$ cat config.mk
export PLATFORM = sky130hd
export DESIGN_NAME = assoc_cache_ctrl
export DESIGN_NICKNAME = d
export VERILOG_FILES = /design/src/rtl/assoc_cache_ctrl.sv
export SDC_FILE = /design/constraint.sdc
export NUM_CORES = 1
export LEC_CHECK = 0
export CAP_MARGIN = 30
export CORE_ASPECT_RATIO = 1.25
export CORE_MARGIN = 2
export CORE_UTILIZATION = 44
export CTS_BUF_LIST = sky130_fd_sc_hd__clkbuf_4
export CTS_CLUSTER_DIAMETER = 50
export DETAILED_ROUTE_END_ITERATION = 7
export SETUP_SLACK_MARGIN = 0.2
export SLEW_MARGIN = 10
export SYNTH_ARGS = -nofsm -noshare
export SYNTH_HDL_FRONTEND = slang
export SYNTH_SLANG_ARGS = --single-unit
$ cat constraint.sdc
create_clock -name clk -period 7.7 [get_ports clk]
set_input_delay 1.155 -clock clk [delete_from_list [all_inputs] [get_ports clk]]
set_output_delay 1.155 -clock clk [all_outputs]
set_load 0.005 [all_outputs]
$ cat src/rtl/assoc_cache_ctrl.sv
// N-way set-associative, write-through / write-allocate cache controller with
// true-LRU replacement, single-word backing-memory port and saturating hit/miss counters.
module assoc_cache_ctrl #(
  parameter int ADDR_W  = 24,
  parameter int DATA_W  = 24,
  parameter int INDEX_W = 4,
  parameter int WAYS    = 2,
  parameter int CNT_W   = 32
) (
  input  logic              clk,
  input  logic              rst_n,
  input  logic              req_valid,
  output logic              req_ready,
  input  logic              req_we,
  input  logic [ADDR_W-1:0] req_addr,
  input  logic [DATA_W-1:0] req_wdata,
  output logic              resp_valid,
  output logic              resp_hit,
  output logic [DATA_W-1:0] resp_data,
  output logic              mem_valid,
  output logic              mem_we,
  output logic [ADDR_W-1:0] mem_addr,
  output logic [DATA_W-1:0] mem_wdata,
  input  logic              mem_ack,
  input  logic [DATA_W-1:0] mem_rdata,
  input  logic              clear_stats,
  output logic [CNT_W-1:0]  hit_count,
  output logic [CNT_W-1:0]  miss_count
);

  localparam int SETS  = 1 << INDEX_W;
  localparam int TAG_W = ADDR_W - INDEX_W;
  localparam int AGE_W = (WAYS > 1) ? $clog2(WAYS) : 1;

  typedef enum logic [1:0] {S_IDLE, S_LOOKUP, S_MEM, S_RESP} state_t;

  state_t              r_state;
  logic                r_req_ready;
  logic                r_resp_valid;
  logic                r_resp_hit;
  logic [DATA_W-1:0]   r_resp_data;
  logic                r_mem_valid;
  logic                r_mem_we;
  logic [ADDR_W-1:0]   r_mem_addr;
  logic [DATA_W-1:0]   r_mem_wdata;
  logic [CNT_W-1:0]    r_hit_cnt;
  logic [CNT_W-1:0]    r_miss_cnt;

  logic                r_we;
  logic [ADDR_W-1:0]   r_addr;
  logic [DATA_W-1:0]   r_wdata;
  logic [AGE_W-1:0]    r_way;

  logic [WAYS-1:0]     r_valid [SETS];
  logic [AGE_W-1:0]    r_age   [SETS][WAYS];
  logic [TAG_W-1:0]    r_tag   [SETS][WAYS];
  logic [DATA_W-1:0]   r_data  [SETS][WAYS];

  logic                w_accept;
  logic [INDEX_W-1:0]  w_idx;
  logic [TAG_W-1:0]    w_tag;
  logic [WAYS-1:0]     w_hit_vec;
  logic                w_hit;
  logic [AGE_W-1:0]    w_hit_way;
  logic                w_inv_found;
  logic [AGE_W-1:0]    w_inv_way;
  logic [AGE_W-1:0]    w_lru_way;
  logic [AGE_W-1:0]    w_way;

  function automatic logic [CNT_W-1:0] sat_inc(input logic [CNT_W-1:0] c);
    return (&c) ? c : c + CNT_W'(1);
  endfunction

  // Ages younger than the touched way's age move one step older; touched way becomes 0.
  function automatic logic [AGE_W-1:0] lru_age(input logic [AGE_W-1:0] cur,
                                               input logic [AGE_W-1:0] used_age,
                                               input logic             is_used);
    if (is_used) return '0;
    if (cur < used_age) return cur + AGE_W'(1);
    return cur;
  endfunction

  assign w_accept = req_valid && r_req_ready;
  assign w_idx    = r_addr[INDEX_W-1:0];
  assign w_tag    = r_addr[ADDR_W-1:INDEX_W];
  assign w_hit    = |w_hit_vec;

  always_comb begin
    w_hit_vec   = '0;
    w_hit_way   = '0;
    w_inv_found = 1'b0;
    w_inv_way   = '0;
    w_lru_way   = '0;
    for (int w = 0; w < WAYS; w++) begin
      w_hit_vec[w] = r_valid[w_idx][w] && (r_tag[w_idx][w] == w_tag);
      if (w_hit_vec[w]) w_hit_way = AGE_W'(w);
      if (r_age[w_idx][w] == AGE_W'(WAYS-1)) w_lru_way = AGE_W'(w);
    end
    for (int w = WAYS-1; w >= 0; w--) begin
      if (!r_valid[w_idx][w]) begin
        w_inv_found = 1'b1;
        w_inv_way   = AGE_W'(w);
      end
    end
    w_way = w_hit ? w_hit_way : (w_inv_found ? w_inv_way : w_lru_way);
  end

  always_ff @(posedge clk or negedge rst_n) begin
    if (!rst_n) begin
      r_state      <= S_IDLE;
      r_req_ready  <= 1'b1;
      r_resp_valid <= 1'b0;
      r_resp_hit   <= 1'b0;
      r_resp_data  <= '0;
      r_mem_valid  <= 1'b0;
      r_mem_we     <= 1'b0;
      r_mem_addr   <= '0;
      r_mem_wdata  <= '0;
      r_hit_cnt    <= '0;
      r_miss_cnt   <= '0;
      r_way        <= '0;
      for (int s = 0; s < SETS; s++) begin
        r_valid[s] <= '0;
        for (int w = 0; w < WAYS; w++) r_age[s][w] <= AGE_W'(w);
      end
    end else begin
      r_resp_valid <= 1'b0;
      case (r_state)
        S_IDLE: begin
          if (w_accept) begin
            r_req_ready <= 1'b0;
            r_state     <= S_LOOKUP;
          end
        end
        // Lookup stage: tag compare, counters, write-allocate and hit-path LRU update
        S_LOOKUP: begin
          r_way      <= w_way;
          r_resp_hit <= w_hit;
          r_resp_data <= r_we ? r_wdata : r_data[w_idx][w_hit_way];
          if (r_we || w_hit) begin
            for (int w = 0; w < WAYS; w++)
              r_age[w_idx][w] <= lru_age(r_age[w_idx][w], r_age[w_idx][w_way], AGE_W'(w) == w_way);
          end
          if (r_we) r_valid[w_idx][w_way] <= 1'b1;
          if (!r_we && w_hit) begin
            r_resp_valid <= 1'b1;
            r_state      <= S_RESP;
          end else begin
            r_mem_valid <= 1'b1;
            r_mem_we    <= r_we;
            r_mem_addr  <= r_addr;
            r_mem_wdata <= r_wdata;
            r_state     <= S_MEM;
          end
        end
        // Memory stage: hold the request until ack; read misses fill the victim here
        S_MEM: begin
          if (mem_ack) begin
            r_mem_valid  <= 1'b0;
            r_mem_we     <= 1'b0;
            r_resp_valid <= 1'b1;
            r_state      <= S_RESP;
            if (!r_we) begin
              r_resp_data            <= mem_rdata;
              r_valid[w_idx][r_way]  <= 1'b1;
              for (int w = 0; w < WAYS; w++)
                r_age[w_idx][w] <= lru_age(r_age[w_idx][w], r_age[w_idx][r_way], AGE_W'(w) == r_way);
            end
          end
        end
        default: begin
          r_req_ready <= 1'b1;
          r_state     <= S_IDLE;
        end
      endcase

      if (clear_stats) begin
        r_hit_cnt  <= '0;
        r_miss_cnt <= '0;
      end else if (r_state == S_LOOKUP) begin
        if (w_hit) r_hit_cnt  <= sat_inc(r_hit_cnt);
        else       r_miss_cnt <= sat_inc(r_miss_cnt);
      end
    end
  end

  always_ff @(posedge clk) begin
    if (w_accept) begin
      r_we    <= req_we;
      r_addr  <= req_addr;
      r_wdata <= req_wdata;
    end
    if (r_state == S_LOOKUP && r_we) begin
      r_tag[w_idx][w_way]  <= w_tag;
      r_data[w_idx][w_way] <= r_wdata;
    end
    if (r_state == S_MEM && mem_ack && !r_we) begin
      r_tag[w_idx][r_way]  <= w_tag;
      r_data[w_idx][r_way] <= mem_rdata;
    end
  end

  assign req_ready  = r_req_ready;
  assign resp_valid = r_resp_valid;
  assign resp_hit   = r_resp_hit;
  assign resp_data  = r_resp_data;
  assign mem_valid  = r_mem_valid;
  assign mem_we     = r_mem_we;
  assign mem_addr   = r_mem_addr;
  assign mem_wdata  = r_mem_wdata;
  assign hit_count  = r_hit_cnt;
  assign miss_count = r_miss_cnt;

endmodule
Word level (Yosys, flattened, before mapping) --
Memories as Yosys holds them, arrays and structs flattened. A register that Yosys moved wholly into a read port is not among the register bits. Index checks and enable logic that the tools add are counted.
Operators by class: bitwise operators 96, reduce and logical (&&, ||, !) cells 31, $lt $le $gt $ge 15, add/subtract/negate cells 4, equality and inequality tests 13, mux-type cells 234
Operators by type and width (number):
- two-way mux 32 bit | 14
- two-way mux 24 bit | 8
- two-way mux 1 bit | 171
- bitwise mux 32 bit | 4
- case mux 32 bit (2 select lines) | 2
- two-way mux 48 bit | 2
- OR 1 bit | 88
- two-way mux 40 bit | 2
- adder 32 x 1 -> 32 bit, second input constant | 2
- OR 32 bit | 2
- AND reduction 32 bit | 2
- demux 24 bit (select 1 bit) | 2
- case mux 24 bit (2 select lines) | 1
- demux 20 bit (select 1 bit) | 2
- == test 20 bit | 2
- two-way mux 20 bit | 2
- demux 2 bit (select 4 bit) | 4
- two-way mux 2 bit | 9
- inequality test 2 bit, second input constant | 9
- binary-select mux 2 bit (select 4 bit) | 2
- logical AND 1 bit | 12
- AND reduction 3 bit | 4
- two-way mux 4 bit | 2
- case mux 1 bit (2 select lines) | 4
- other kinds (22) | 41
Storage, ports and cells: memories 2, input port bits 78, register bits 257, logic and storage cells 458, bits in writable memories 1408, output and inout bits 141
Memory list:
- r_data | depth 16, width 48, rd ports 1, clocked after memory_dff 1, wr ports 1, line 57 | logic [DATA_W-1:0] r_data [SETS][WAYS];
- r_tag | depth 16, width 40, rd ports 1, clocked after memory_dff 1, wr ports 1, line 56 | logic [TAG_W-1:0] r_tag [SETS][WAYS];

Logic depth before layout (Yosys ltp) --
depth in word-level cells 25, depth in mapped cells 18, mapped depth without buffers 10

Least setup slack after synthesis --
Ideal clock, no wire load.
path type flip-flop to flip-flop, from register (tool-made name), to memory r_data[15][24] (netlist bit) (enable), library setup time 0.446 ns, data required time 7.254 ns, cell stages (with the launch flop) 14, clock period less this slack 5.470 ns, setup slack 2.230 ns, path buffers 4, arrival 5.024 ns, cell sequence dfxtp_1 > buf_4 > buf_2 > buf_2 > nor2_1 > a221oi_1 > mux2_2 > a2111o_1 > nor4_1 > a31oi_1 > nor2_1 > a31oi_2 > buf_2 > nor2_1
RTL lines (line):
- end: declaration | 57

==> results.py <==
metrics = {
    "clocking": {
        "cts_max_path_buffers": 4,
        "htreeDepth": 5,
        "ctsResizeCount": 0,
        "tritoncts": "done",
        "numCtsBuffers": 423,
        "clk_latency_ns": 1.37,
        "hold_buffers": 1,
        "clk_pin_slew_ns": 0.06,
        "post_cts_buffers": 0,
        "cts_sinks": 1669,
        "clockRootBuffer": "clkbuf_4",
    },
    "sta": {
        "whs_ns": 0.339,
        "drv_slew": 0,
        "setup_viol": 0,
        "fmax_mhz": 168,
        "tns_ns": 0,
        "maxSlewHeadroom": 0.307,
        "fin_crit_sh": 0.774,
        "worstMarginPinSlew_ns": 1.04,
        "clock_skew_ns": 0.130,
        "rsz0062_at_grt": "false",
        "min_period_ns": 5.96,
        "finalHoldViolCount": 0,
    },
    "detailed_routing": {
        "wl_um": 180000,
        "ant_nets": 0,
        "num_vias": 36400,
        "dr.pass1.iters": 5,
        "wl_per_cell_um": 28.4,
        "drc": 0,
        "vias_per_cell": 5.74,
        "drt_iter0_drc": 3504,
    },
    "die": {
        "die_y_um": 440,
        "die_x_um": 353,
        "die_area_sq_um": 155000,
        "initial_core_util": 0.442,
        "coreArea_sq_um": 152000,
        "io_pins": 219,
        "rows": 160,
    },
    "place": {
        "dp_hpwl_um": 106000,
        "dp_cells": 5600,
        "dpl_cell_area_sq_um": 72300,
        "place.gp.congestion": 0.835,
        "io_buffers": 218,
    },
    "final_layout": {
        "regArea_sq_um": 49100,
        "area_growth_pct": 15.6,
        "nets": 4086,
        "fill_cells": 12400,
        "design_area_sq_um": 77400,
        "multi_input_area_sq_um": 17000,
        "instances_no_fill": 6329,
        "drive_gt1_frac": 0.311,
    },
    "pwr": {
        "finalPower_mw": 23.6,
        "leakagePower_nw": 26.1,
        "power_density_nw_per_um2": 305,
        "ir_drop_mv": 0.203,
    },
    "synthesis": {
        "async_flop_share": 0.125,
        "ys_seq_area_frac": 0.732,
        "synth.distinct_cells": 89,
        "synth_seq_cells": 1669,
        "synthesis.area_sq_um": 67000,
        "avgSynthCellArea_sq_um": 19.5,
        "netlist_instances": 3427,
        "ys.flop_type": "edfxtp_1",
        "yosysWarningCount": 0,
        "synth_edf_count": 1457,
        "synth_nets": 3511,
    },
    "worst_setup_path": {
        "critPathArrivalTime_ns": 6.90,
        "cp_max_fo": 45,
        "startpoint_type": "flip-flop",
        "crit_type": "flip-flop to flip-flop",
        "crit_required_ns": 8.64,
        "worst_setup_path_end_kind": "flip-flop",
    },
    "global_route": {
        "grt_pass1_wl_um": 259000,
        "grt_pass1_vias": 37600,
        "grt_max_degree": 122,
        "antenna_found_initial": 8,
        "grt_util_all_layers": 0.232,
        "overflow": 0,
    },
    "min_path": {
        "holdCritPathClass": "input pin to flip-flop",
    },
    "run_status": {
        "status": "finished, final reports clean",
    },
    "flow_run": {
        "drv_cap": 0,
    },
}
==> per-stage QoR <==
step | worst slack, ns | util
2_1_floorplan | 2.23 | -
3_3_place_gp | 1.35 | 0.476
3_5_place_dp | 1.69 | 0.477
4_1_cts | 1.67 | 0.511
5_1_grt | 1.41 | 0.511
6_report | 1.74 | 0.511
==> kinds of logic (layout without fill, tap and decap cells) <==
| family | after synthesis | in the layout | synth area share |
|---|---|---|---|
| multiplexers | 661 | 661 | 0.170 |
| adder cells (fa/ha/maj) | 6 | 6 | 0.00112 |
| buffers and inverters | 243 | 1111 | 0.0175 |
| other | 0 | 9 | 0 |
| AND/OR/NAND/NOR | 466 | 466 | 0.0364 |
| AO/OA/AOI/OAI | 335 | 335 | 0.0360 |
| XOR/XNOR | 47 | 47 | 0.00615 |
| flip-flops | 1669 | 1669 | 0.732 |
==> path summary, 6_finish.rpt <==
kind	start	end	slack, ns	cells past startpoint
worst min register to register	r_age[0]$_DFFE_PN1P_	r_age[0]$_DFFE_PN1P_	0.47	2
max in group asynchronous	rst_n	resp_data[22]$_DFFE_PN0P_	5.84	3
min in group asynchronous	rst_n	mem_addr[12]$_DFFE_PN0P_	0.46	2
worst min-delay path	req_addr[9]	r_addr[9]$_DFFE_PP_	0.34	1
worst max register to register	flip-flop	r_tag[9][6]$_DFFE_PP_	1.74	13
worst max-delay path	flip-flop	r_tag[9][6]$_DFFE_PP_	1.74	13
==> where the power goes <==
group,internal (mW),leakage [nW],switching [mW]
registers,10.8,15.8,0.455
clock network,3.73,3.05,3.49
logic,2.28,7.20,2.90
==> cells in the mapped netlist, types with 25 or more instances <==
master,n,area share
and3_1,48,0.0045
nand2_1,78,0.0044
a22oi_1,36,0.0040
dfrtp_1,191,0.071
o21ai_0,65,0.0049
nor3_1,34,0.0025
clkbuf_1,95,0.0053
nor2_1,107,0.0060
nand4_1,25,0.0023
o31ai_1,31,0.0035
inv_1,47,0.0026
xnor2_1,33,0.0043
nor2b_1,45,0.0042
a21oi_1,37,0.0028
buf_2,42,0.0031
nand3_1,49,0.0037
mux2_2,124,0.021
mux2i_1,166,0.025
a221oi_1,32,0.0042
edfxtp_1,1457,0.65
mux4_2,370,0.12
==> layout make-up <==
class / instances / share of cell area
sequential: 1669 / 0.634
multi-input combinational: 1515 / 0.220
clock buffer: 601 / 0.0583
timing repair buffer: 345 / 0.0446
tap: 2025 / 0.0327
clock inverter: 117 / 0.00760
inverter: 48 / 0.00241
antenna: 9 / 0.000291
==> cells in the final DEF, fill, tap and decap left out, types with 74 or more instances in the layout <==
cell	count
edfxtp_1	1457
nor2_1	74
dfrtp_1	191
clkdlybuf4s50_1	216
buf_4	102
mux2i_1	166
mux4_2	370
clkbuf_4	601
clkinv_1	96
nand2_1	77
mux2_2	124
==> layer usage <==
layer,wire (um),share of wire,track usage
met1,70900,0.39,0.290
met2,93700,0.52,0.404
met3,9970,0.055,0.0419
met4,5260,0.029,0.0861
met5,0,0,0
==> flip-flops by register name, indices dropped and copies added (netlist names), named ones only <==
register    flops
r_state         2
resp_hit        1
req_ready       1
r_age          32
r_way           1
resp_valid      1
r_tag         640
r_valid        32
r_we            1
mem_we          1
r_addr         24
mem_wdata      24
mem_valid       1
miss_count     32
r_data        768
r_wdata        24
mem_addr       24
resp_data      24
hit_count      32
==> critical path, stage by stage, from the launching register on <==
cell	delay (ns)
dfxtp_4	0.88
buf_4	0.53
mux2i_1	0.14
a22o_1	0.24
a221oi_1	0.31
mux2_2	0.42
a2111o_1	0.38
nor4_1	0.27
a31oi_1	0.24
nor2_1	0.55
o21a_1	0.61
buf_4	0.41
nor2_4	0.12
buf_4	0.41
(Power assumes the default switching activity.)
